$ cat src/rtl/wb_arb_pkg.sv
// rtl/wb_arb_pkg.sv - shared state type and default sizing for the Wishbone arbiter
package wb_arb_pkg;

    typedef enum logic [1:0] {
        IDLE = 2'd0,
        BUSY = 2'd1,
        ERR  = 2'd2
    } arb_state_e;

    localparam int DEF_NUM_MASTERS    = 4;
    localparam int DEF_TIMEOUT_CYCLES = 256;

endpackage

$ cat src/rtl/rr_priority_picker.sv
// rtl/rr_priority_picker.sv - round-robin find-first starting just after last_idx
module rr_priority_picker #(
    parameter int N  = 4,
    parameter int IW = 2
) (
    input  logic [N-1:0]  req_i,
    input  logic [IW-1:0] last_idx_i,
    output logic [IW-1:0] win_idx_o,
    output logic          win_vld_o
);

    logic [IW-1:0] cand;

    // Walk from farthest to nearest so the nearest requester after last_idx is left standing.
    always_comb begin
        win_idx_o = '0;
        win_vld_o = 1'b0;
        cand      = '0;
        for (int k = N; k >= 1; k--) begin
            cand = IW'((int'(last_idx_i) + k) % N);
            if (req_i[cand]) begin
                win_idx_o = cand;
                win_vld_o = 1'b1;
            end
        end
    end

endmodule

$ cat src/rtl/wb_arbiter.sv
// rtl/wb_arbiter.sv - round-robin Wishbone bus arbiter; WB_ARB_TIMEOUT_EN adds an ack watchdog
module wb_arbiter
    import wb_arb_pkg::*;
#(
    parameter  int NUM_MASTERS    = DEF_NUM_MASTERS,
    parameter  int TIMEOUT_CYCLES = DEF_TIMEOUT_CYCLES,
    localparam int IW             = $clog2(NUM_MASTERS)
) (
    input  logic                   clk,
    input  logic                   rst,
    input  logic [NUM_MASTERS-1:0] cyc_i,
    input  logic                   ack_i,
    output logic [NUM_MASTERS-1:0] gnt_o,
    output logic [IW-1:0]          gnt_idx_o,
    output logic                   gnt_vld_o,
    output logic [NUM_MASTERS-1:0] err_o
);

    arb_state_e             state_q;
    logic [NUM_MASTERS-1:0] gnt_q;
    logic [IW-1:0]          gnt_idx_q;
    logic                   gnt_vld_q;
    logic [NUM_MASTERS-1:0] err_q;
    logic [IW-1:0]          last_idx_q;

    logic [IW-1:0]          win_idx;
    logic                   win_vld;

`ifdef WB_ARB_TIMEOUT_EN
    localparam int TW = $clog2(TIMEOUT_CYCLES);
    logic [TW-1:0] cnt_q;
    logic          term_hit;
    assign term_hit = !ack_i && (cnt_q == TW'(TIMEOUT_CYCLES - 1));
`else
    logic unused_cfg;
    assign unused_cfg = ack_i ^ TIMEOUT_CYCLES[0];
`endif

    rr_priority_picker #(
        .N  (NUM_MASTERS),
        .IW (IW)
    ) u_picker (
        .req_i      (cyc_i),
        .last_idx_i (last_idx_q),
        .win_idx_o  (win_idx),
        .win_vld_o  (win_vld)
    );

    always_ff @(posedge clk) begin
        if (rst) begin
            state_q    <= IDLE;
            gnt_q      <= '0;
            gnt_idx_q  <= '0;
            gnt_vld_q  <= 1'b0;
            err_q      <= '0;
            last_idx_q <= IW'(NUM_MASTERS - 1);
`ifdef WB_ARB_TIMEOUT_EN
            cnt_q      <= '0;
`endif
        end else begin
            err_q <= '0;
            case (state_q)
                IDLE: begin
                    if (win_vld) begin
                        state_q    <= BUSY;
                        gnt_q      <= NUM_MASTERS'(1) << win_idx;
                        gnt_idx_q  <= win_idx;
                        gnt_vld_q  <= 1'b1;
                        last_idx_q <= win_idx;
`ifdef WB_ARB_TIMEOUT_EN
                        cnt_q      <= '0;
`endif
                    end
                end
                BUSY: begin
                    // A master dropping cyc releases the bus even if its watchdog expires the same cycle.
                    if (!cyc_i[gnt_idx_q]) begin
                        state_q   <= IDLE;
                        gnt_q     <= '0;
                        gnt_idx_q <= '0;
                        gnt_vld_q <= 1'b0;
`ifdef WB_ARB_TIMEOUT_EN
                    end else if (term_hit) begin
                        state_q   <= ERR;
                        err_q     <= gnt_q;
                        gnt_q     <= '0;
                        gnt_idx_q <= '0;
                        gnt_vld_q <= 1'b0;
                    end else if (ack_i) begin
                        cnt_q <= '0;
                    end else begin
                        cnt_q <= cnt_q + 1'b1;
`endif
                    end
                end
                ERR:     state_q <= IDLE;
                default: state_q <= IDLE;
            endcase
        end
    end

    assign gnt_o     = gnt_q;
    assign gnt_idx_o = gnt_idx_q;
    assign gnt_vld_o = gnt_vld_q;
    assign err_o     = err_q;

endmodule
$ cat config.mk
export PLATFORM = sky130hd
export DESIGN_NAME = wb_arbiter
export DESIGN_NICKNAME = d
export VERILOG_FILES = /design/src/rtl/wb_arb_pkg.sv /design/src/rtl/rr_priority_picker.sv /design/src/rtl/wb_arbiter.sv
export SDC_FILE = /design/constraint.sdc
export NUM_CORES = 1
export LEC_CHECK = 0
export ABC_AREA = 0
export BUFFER_PORTS_ARGS = -buffer_cell sky130_fd_sc_hd__buf_2
export CORE_AREA = 3 3 40 42
export CTS_CLUSTER_SIZE = 24
export DETAILED_ROUTE_END_ITERATION = 8
export DIE_AREA = 0 0 43 45
export GPL_ROUTABILITY_DRIVEN = 0
export GPL_TIMING_DRIVEN = 0
export PLACE_DENSITY = 0.63
export SKIP_LAST_GASP = 1
export SYNTH_ARGS = -nofsm -noshare
export SYNTH_HDL_FRONTEND = slang
export SYNTH_SLANG_ARGS = --single-unit
$ cat constraint.sdc
create_clock -name clk -period 1.5 [get_ports clk]
set_clock_uncertainty 0.2 [all_clocks]
set_input_delay 0.15 -clock clk [delete_from_list [all_inputs] [get_ports clk]]
set_output_delay 0.15 -clock clk [all_outputs]
set_load 0.02 [all_outputs]
==> results of run 1 <==
report_power, final:
group / switching, uW / internal, uW / leakage (uW)
clock network: 81.3 / 102 / 0.0000150
logic: 99.4 / 78.7 / 0.000203
registers: 25.0 / 267 / 0.0000749
total: 206 / 448 / 0.000293
stage by stage:
step / hold slack, ns / setup WS (ns) / cell area (um2) / setup TNS, ns
3_5_place_dp: 0.2311 / -0.1171 / 560.5 / -0.6051
2_1_floorplan: 0.01907 / -0.08699 / 481.7 / -0.2600
6_report: 0.05235 / -0.05815 / 615.6 / -0.1465
5_1_grt: 0.05693 / -0.1013 / 615.6 / -0.3467
4_1_cts: 0.03902 / -0.06693 / 608.1 / -0.1737
3_3_place_gp: 0.2197 / -0.1181 / 560.5 / -0.6153
Yosys cell counts (all sizes together) (2+ instances only):
cell type	count
dfxtp	9
a21oi	5
buf	4
inv	4
a21o	3
nand2b	3
o2bb2ai	3
a211oi	2
nand2	2
nor2	2
nor3	2
o21ai	2
worst reg2reg max path, stage by stage, from the launching register on:
cell and delay (ns):
dfxtp_4 0.34, mux4_2 0.52, inv_2 0.09, a211oi_4 0.08, a32o_2 0.23
flip-flops by register name, indices dropped and copies added (netlist names):
name	flops
gnt_o	4
gnt_idx_o	2
last_idx_q	2
gnt_vld_o	1
path summary, 6_finish.rpt:
| kind | to | slack (ns) | depth (start not counted) |
|---|---|---|---|
| setup / recovery | gnt_o[0] | -0.06 | 4 |
| hold / removal | last_idx_q[0] | 0.05 | 3 |
| setup reg to reg | gnt_o[0] | -0.06 | 4 |
| hold reg to reg | gnt_o[1] | 0.26 | 1 |
timing repair:
item / in CTS / in global routing
gates resized for setup: 1 / 3
hold buffers: 1 / 0
endpoints found under the hold margin: 2 / 0
pin swaps: 1 / 0
buffers inserted: 1 / 0
endpoints found under the setup margin: 7 / 7
cell families after synthesis:
logic type | share of synthesized area, %
and+or+nand+nor | 12.34
muxes | 6.970
DFF | 38.61
buffers and inverters | 9.651
AOI/OAI and AO/OA | 31.64
other | 0.8035
routing by layer:
| layer | wire, um | GRT usage [%] | up-vias |
|---|---|---|---|
| met3 | 71 | 5.179 | 2 |
| li1 | - | - | 217 |
| met2 | 441 | 17.37 | 9 |
| met1 | 390 | 11.79 | 188 |
| met4 | 4 | 7.229 | 0 |
| met5 | 0 | 0 | - |
layout by cell type, fill, tap and decap left out, types with 2 or more instances in the layout:
| cell type | n |
|---|---|
| inv_1 | 3 |
| nor2_1 | 2 |
| nand2b_1 | 3 |
| buf_2 | 12 |
| dfxtp_1 | 6 |
| o21ai_0 | 2 |
| conb_1 | 4 |
| dfxtp_2 | 2 |
| clkbuf_4 | 3 |
| nand2_1 | 2 |
| nor3_1 | 2 |
| a21oi_1 | 4 |
| o2bb2ai_1 | 3 |
| buf_4 | 5 |
| a21o_1 | 2 |
layout make-up:
cell class / count / area share (%)
Sequential cell: 9 / 30.28
Inverter: 4 / 2.439
Timing Repair Buffer: 14 / 12.60
Buffer: 4 / 4.878
Multi-Input combinational cell: 36 / 42.48
Clock buffer: 4 / 4.268
Tap cell: 15 / 3.049
==> out/results.txt, run 1 <==
CP startpoint: gnt_idx_o[0]
Nets@finish: 79
Fin crit share: 103.9%
DRC: 0
Startpoint types: register
Die Height: 45 um
Critical-path cell list: mux4_2 > inv_2 > a211oi_4 > a32o_2
Total GRT Usage: 10.98%
Ys flop type: dfxtp_1
Worst path buffer plus inverter count: 1
Top cell type's share of synthesized area: 38.61%
Final Critical Period: 1.558 ns
DP Cell Count: 80
Vias: 416
Crit. End Element: register
Layout overhead on the synthesized area: 31.90%
Port Buf Inserts: 12
Routed Antenna Nets: 0
Mapped cell area: 466.7 um2
Root Driver: clkbuf_4
Initial antenna violation count: 0
Initial Util: 36.32%
Die width: 43 um
P per Cell Area: 1062 nW/um2
Crit Path Category: reg -> reg
# fillers: 126
Std-Cell Rows: 13
CTS buffer count: 3
Power Total: 653.8 uW
Unrepaired setup endpoints after global routing: true
Violated checks: negative setup slack
Clk_lat worst skew: 0.26 ns
Instance count of the mapped netlist: 50
Via density: 4.837
Top cell family by delay on the critical path: multiplexers
DRT iter0 DRCs: 4
Sequential cell area: 186.4 um2
First drt pass iteration count: 4
Footprint of the multi-input gates: 261.5 um2
CTS tree: built
HP Class: in -> reg
Static power due to leakage: 0.0002932 uW
Post-Layout Cell Count: 86
Maximum VDD drop: 0.6399 mV
Largest net degree at the start of global routing: 9
Synth cell types: 24
Core Util, Final: 47.91%
Final wirelength: 907 um
Die area: 1935 um2
Crit path DAT: 1.51 ns
Gr ovfl total: 0
Required time at the worst-slack endpoint: 1.45 ns
CP max stage cell: mux4_2
DP HPWL: 696.5 um
Max Clock Freq: 641.8 MHz
Placeable Area: 1285 um2
Synthesis-stage register bit count: 9
Sink Count: 9
Clock-pin slew on the worst setup and hold paths: 0.06 ns
Layout cell share with drive strength beyond 1: 43.66%
Post-route setup slack: -0.05815 ns
DR WL/cell: 10.55 um
Critical-path maximum fanout: 6
Worst R2R Start: gnt_idx_o[0]
Synth area leaders: dfxtp_1, buf_4, o2bb2ai_1
Maxcap violations: 0
Synth Area per Inst: 9.334 um2
Status: finished, violations left
First-pass GRT wire length: 1518 um
Vias in the first global route: 368
Final setup fails: 3
Number of warnings issued by yosys: 0
Max Transition Viols Final: 0
Async SR Flop Fraction: 0%
Yosys top cell by area: dfxtp_1
CTS Buffer Depth: 2
IO Count: 18
H-tree depth: 1
Number of enable flip-flop cells after synthesis: 0
Hold wc startpoint: rst
Endpoints failing hold: 0
Slowest stage delay, CP: 0.52 ns
Sequential share of the synthesized area: 38.61%
ANT cells: 0
Power figures use the tool's default switching activity.
==> inputs of run 2 (changes only) <==
--- a/config.mk
+++ b/config.mk
@@ -13,7 +13,8 @@
 export DIE_AREA = 0 0 43 45
 export GPL_ROUTABILITY_DRIVEN = 0
 export GPL_TIMING_DRIVEN = 0
-export PLACE_DENSITY = 0.63
+export HOLD_SLACK_MARGIN = 0.08
+export PLACE_DENSITY = 0.61
 export SKIP_LAST_GASP = 1
 export SYNTH_ARGS = -nofsm -noshare
 export SYNTH_HDL_FRONTEND = slang
==> constraint.sdc (replaced) <==
create_clock -name clk -period 1.8 [get_ports clk]
set_clock_uncertainty 0.2 [all_clocks]
set_input_delay 0.18 -clock clk [delete_from_list [all_inputs] [get_ports clk]]
set_output_delay 0.18 -clock clk [all_outputs]
set_load 0.02 [all_outputs]
==> run 2 against run 1 <==
Effect of this change: the run now ends clean; count of clock-buffer cells in the layout down 1; critical path type unchanged; register-to-register slack improved by 0.21 ns; die area is the same; largest power group unchanged; non-clock buffer count shrank 1; design area shrank 3.5%; hold slack improved by 0.15 ns; highest routed layer unchanged; critical endpoint is now gnt_o[2]; fmax fell by 5.2%.
==> out/results.txt, run 2 (same netlist as run 1, synthesis figures left out) <==
DRT iter0 DRCs: 5
Die area: 1935 um2
Sink Count: 9
Required time at the worst-slack endpoint: 1.75 ns
Vias: 407
# fillers: 147
Final Critical Period: 1.643 ns
Std-Cell Rows: 13
Highest-count cells in the layout ignoring fill and taps: buf_2, dfxtp_1, a21oi_1, buf_4, conb_1
First drt pass iteration count: 3
Maximum VDD drop: 0.5505 mV
Clk_lat worst skew: 0.26 ns
Via density: 4.788
HP Class: in -> reg
Routed Antenna Nets: 0
Endpoints failing hold: 0
Post-CTS Resized: 0
Startpoint types: register
DP HPWL: 720.9 um
Port Buf Inserts: 12
CTS tree: built
Setup TNS: 0 ns
ANT cells: 0
Nets@finish: 78
Initial Util: 36.32%
Commonest non-fill, non-tap cell in the layout: buf_2
Total GRT Usage: 11.30%
H-tree depth: 1
Max Clock Freq: 608.5 MHz
Die width: 43 um
P per Cell Area: 902.9 nW/um2
Crit path DAT: 1.60 ns
Slew margin rel.: 61.12%
Fin Hold WS: 0.2011 ns
Layout overhead on the synthesized area: 27.35%
Fin crit share: 91.30%
Root Driver: clkbuf_4
Layout cell share with drive strength beyond 1: 37.14%
IO Count: 18
Largest net degree at the start of global routing: 9
Max FFs per register: 4
Clock-pin slew on the worst setup and hold paths: 0.06 ns
Worst Tran Pin Value: 0.5798 ns
Sequential cell area: 180.2 um2
DR WL/cell: 10.61 um
Crit Path Category: reg -> reg
Initial antenna violation count: 0
Gr ovfl total: 0
DRC: 0
First-pass GRT wire length: 1593 um
Unrepaired setup endpoints after global routing: false
Final setup fails: 0
CTS Buffer Depth: 2
Static power due to leakage: 0.0002886 uW
Final wirelength: 902 um
Status: completed
Vias in the first global route: 370
Critical-path maximum fanout: 6
CTS buffer count: 3
Max Transition Viols Final: 0
Footprint of the multi-input gates: 252.7 um2
Crit. End Element: register
Maxcap violations: 0
Die Height: 45 um
Placeable Area: 1285 um2
-- run 2: changes by cell type in the layout (fill, tap and decap cells not counted), sizes merged --
cell    delta
buf        -1
clkbuf     -1
clkinv     +1
-- run 2: routing by layer --
| metal | vias to the layer above | routed length, um | global-route usage [%] |
|---|---|---|---|
| li1 | 215 | - | - |
| met1 | 178 | 412 | 13.20 |
| met2 | 12 | 418 | 17.37 |
| met3 | 2 | 64 | 5.578 |
| met4 | 0 | 6 | 5.422 |
| met5 | - | 0 | 0 |
-- run 2: final timing paths --
kind	from	end	slack (ns)	depth (start not counted)
worst max register to register	gnt_idx_o[0]	gnt_o[2]	0.16	4
worst max-delay path	gnt_idx_o[0]	gnt_o[2]	0.16	4
worst min register to register	gnt_o[1]	gnt_o[1]	0.26	1
worst min-delay path	cyc_i[0]	gnt_idx_o[0]	0.20	4
-- run 2: cell type report --
type	instances	share of cell area, %
Inverter	4	2.526
Buffer	4	5.053
Multi-Input combinational cell	36	42.53
Clock buffer	3	3.789
Timing Repair Buffer	13	11.79
Tap cell	15	3.158
Sequential cell	9	30.32
Clock inverter	1	0.8421
-- run 2: where the power goes --
part	internal (uW)	leakage [uW]	switching, uW
clock network	82.0	0.0000177	71.7
registers	221	0.0000743	20.8
logic	61.2	0.000197	80.1
-- run 2: critical path, stage by stage, from the launching register on --
cell and delay [ns]:
dfxtp_1 0.36, mux4_2 0.55, inv_2 0.09, a211oi_4 0.08, a22o_1 0.25
-- run 2: timing repair --
item                                   4_1_cts  5_1_grt
endpoints found under the hold margin        2        0
buffers inserted                             0        0
hold buffers                                 1        0
-- run 2: per-stage QoR --
step                      power, uW  worst slack, ns  utilization, %  instance area, um2  cells
after CTS                     545.5           0.1306           46.25               594.3     85
after detailed placement      387.6           0.1489           43.33               556.8     80
after global routing          575.4          0.02975           46.25               594.3     85
final                         536.6           0.1566           46.25               594.3     85
after floorplan               346.8          0.08136               -               478.0     53
after global placement        386.0           0.1643           43.33               556.8     80
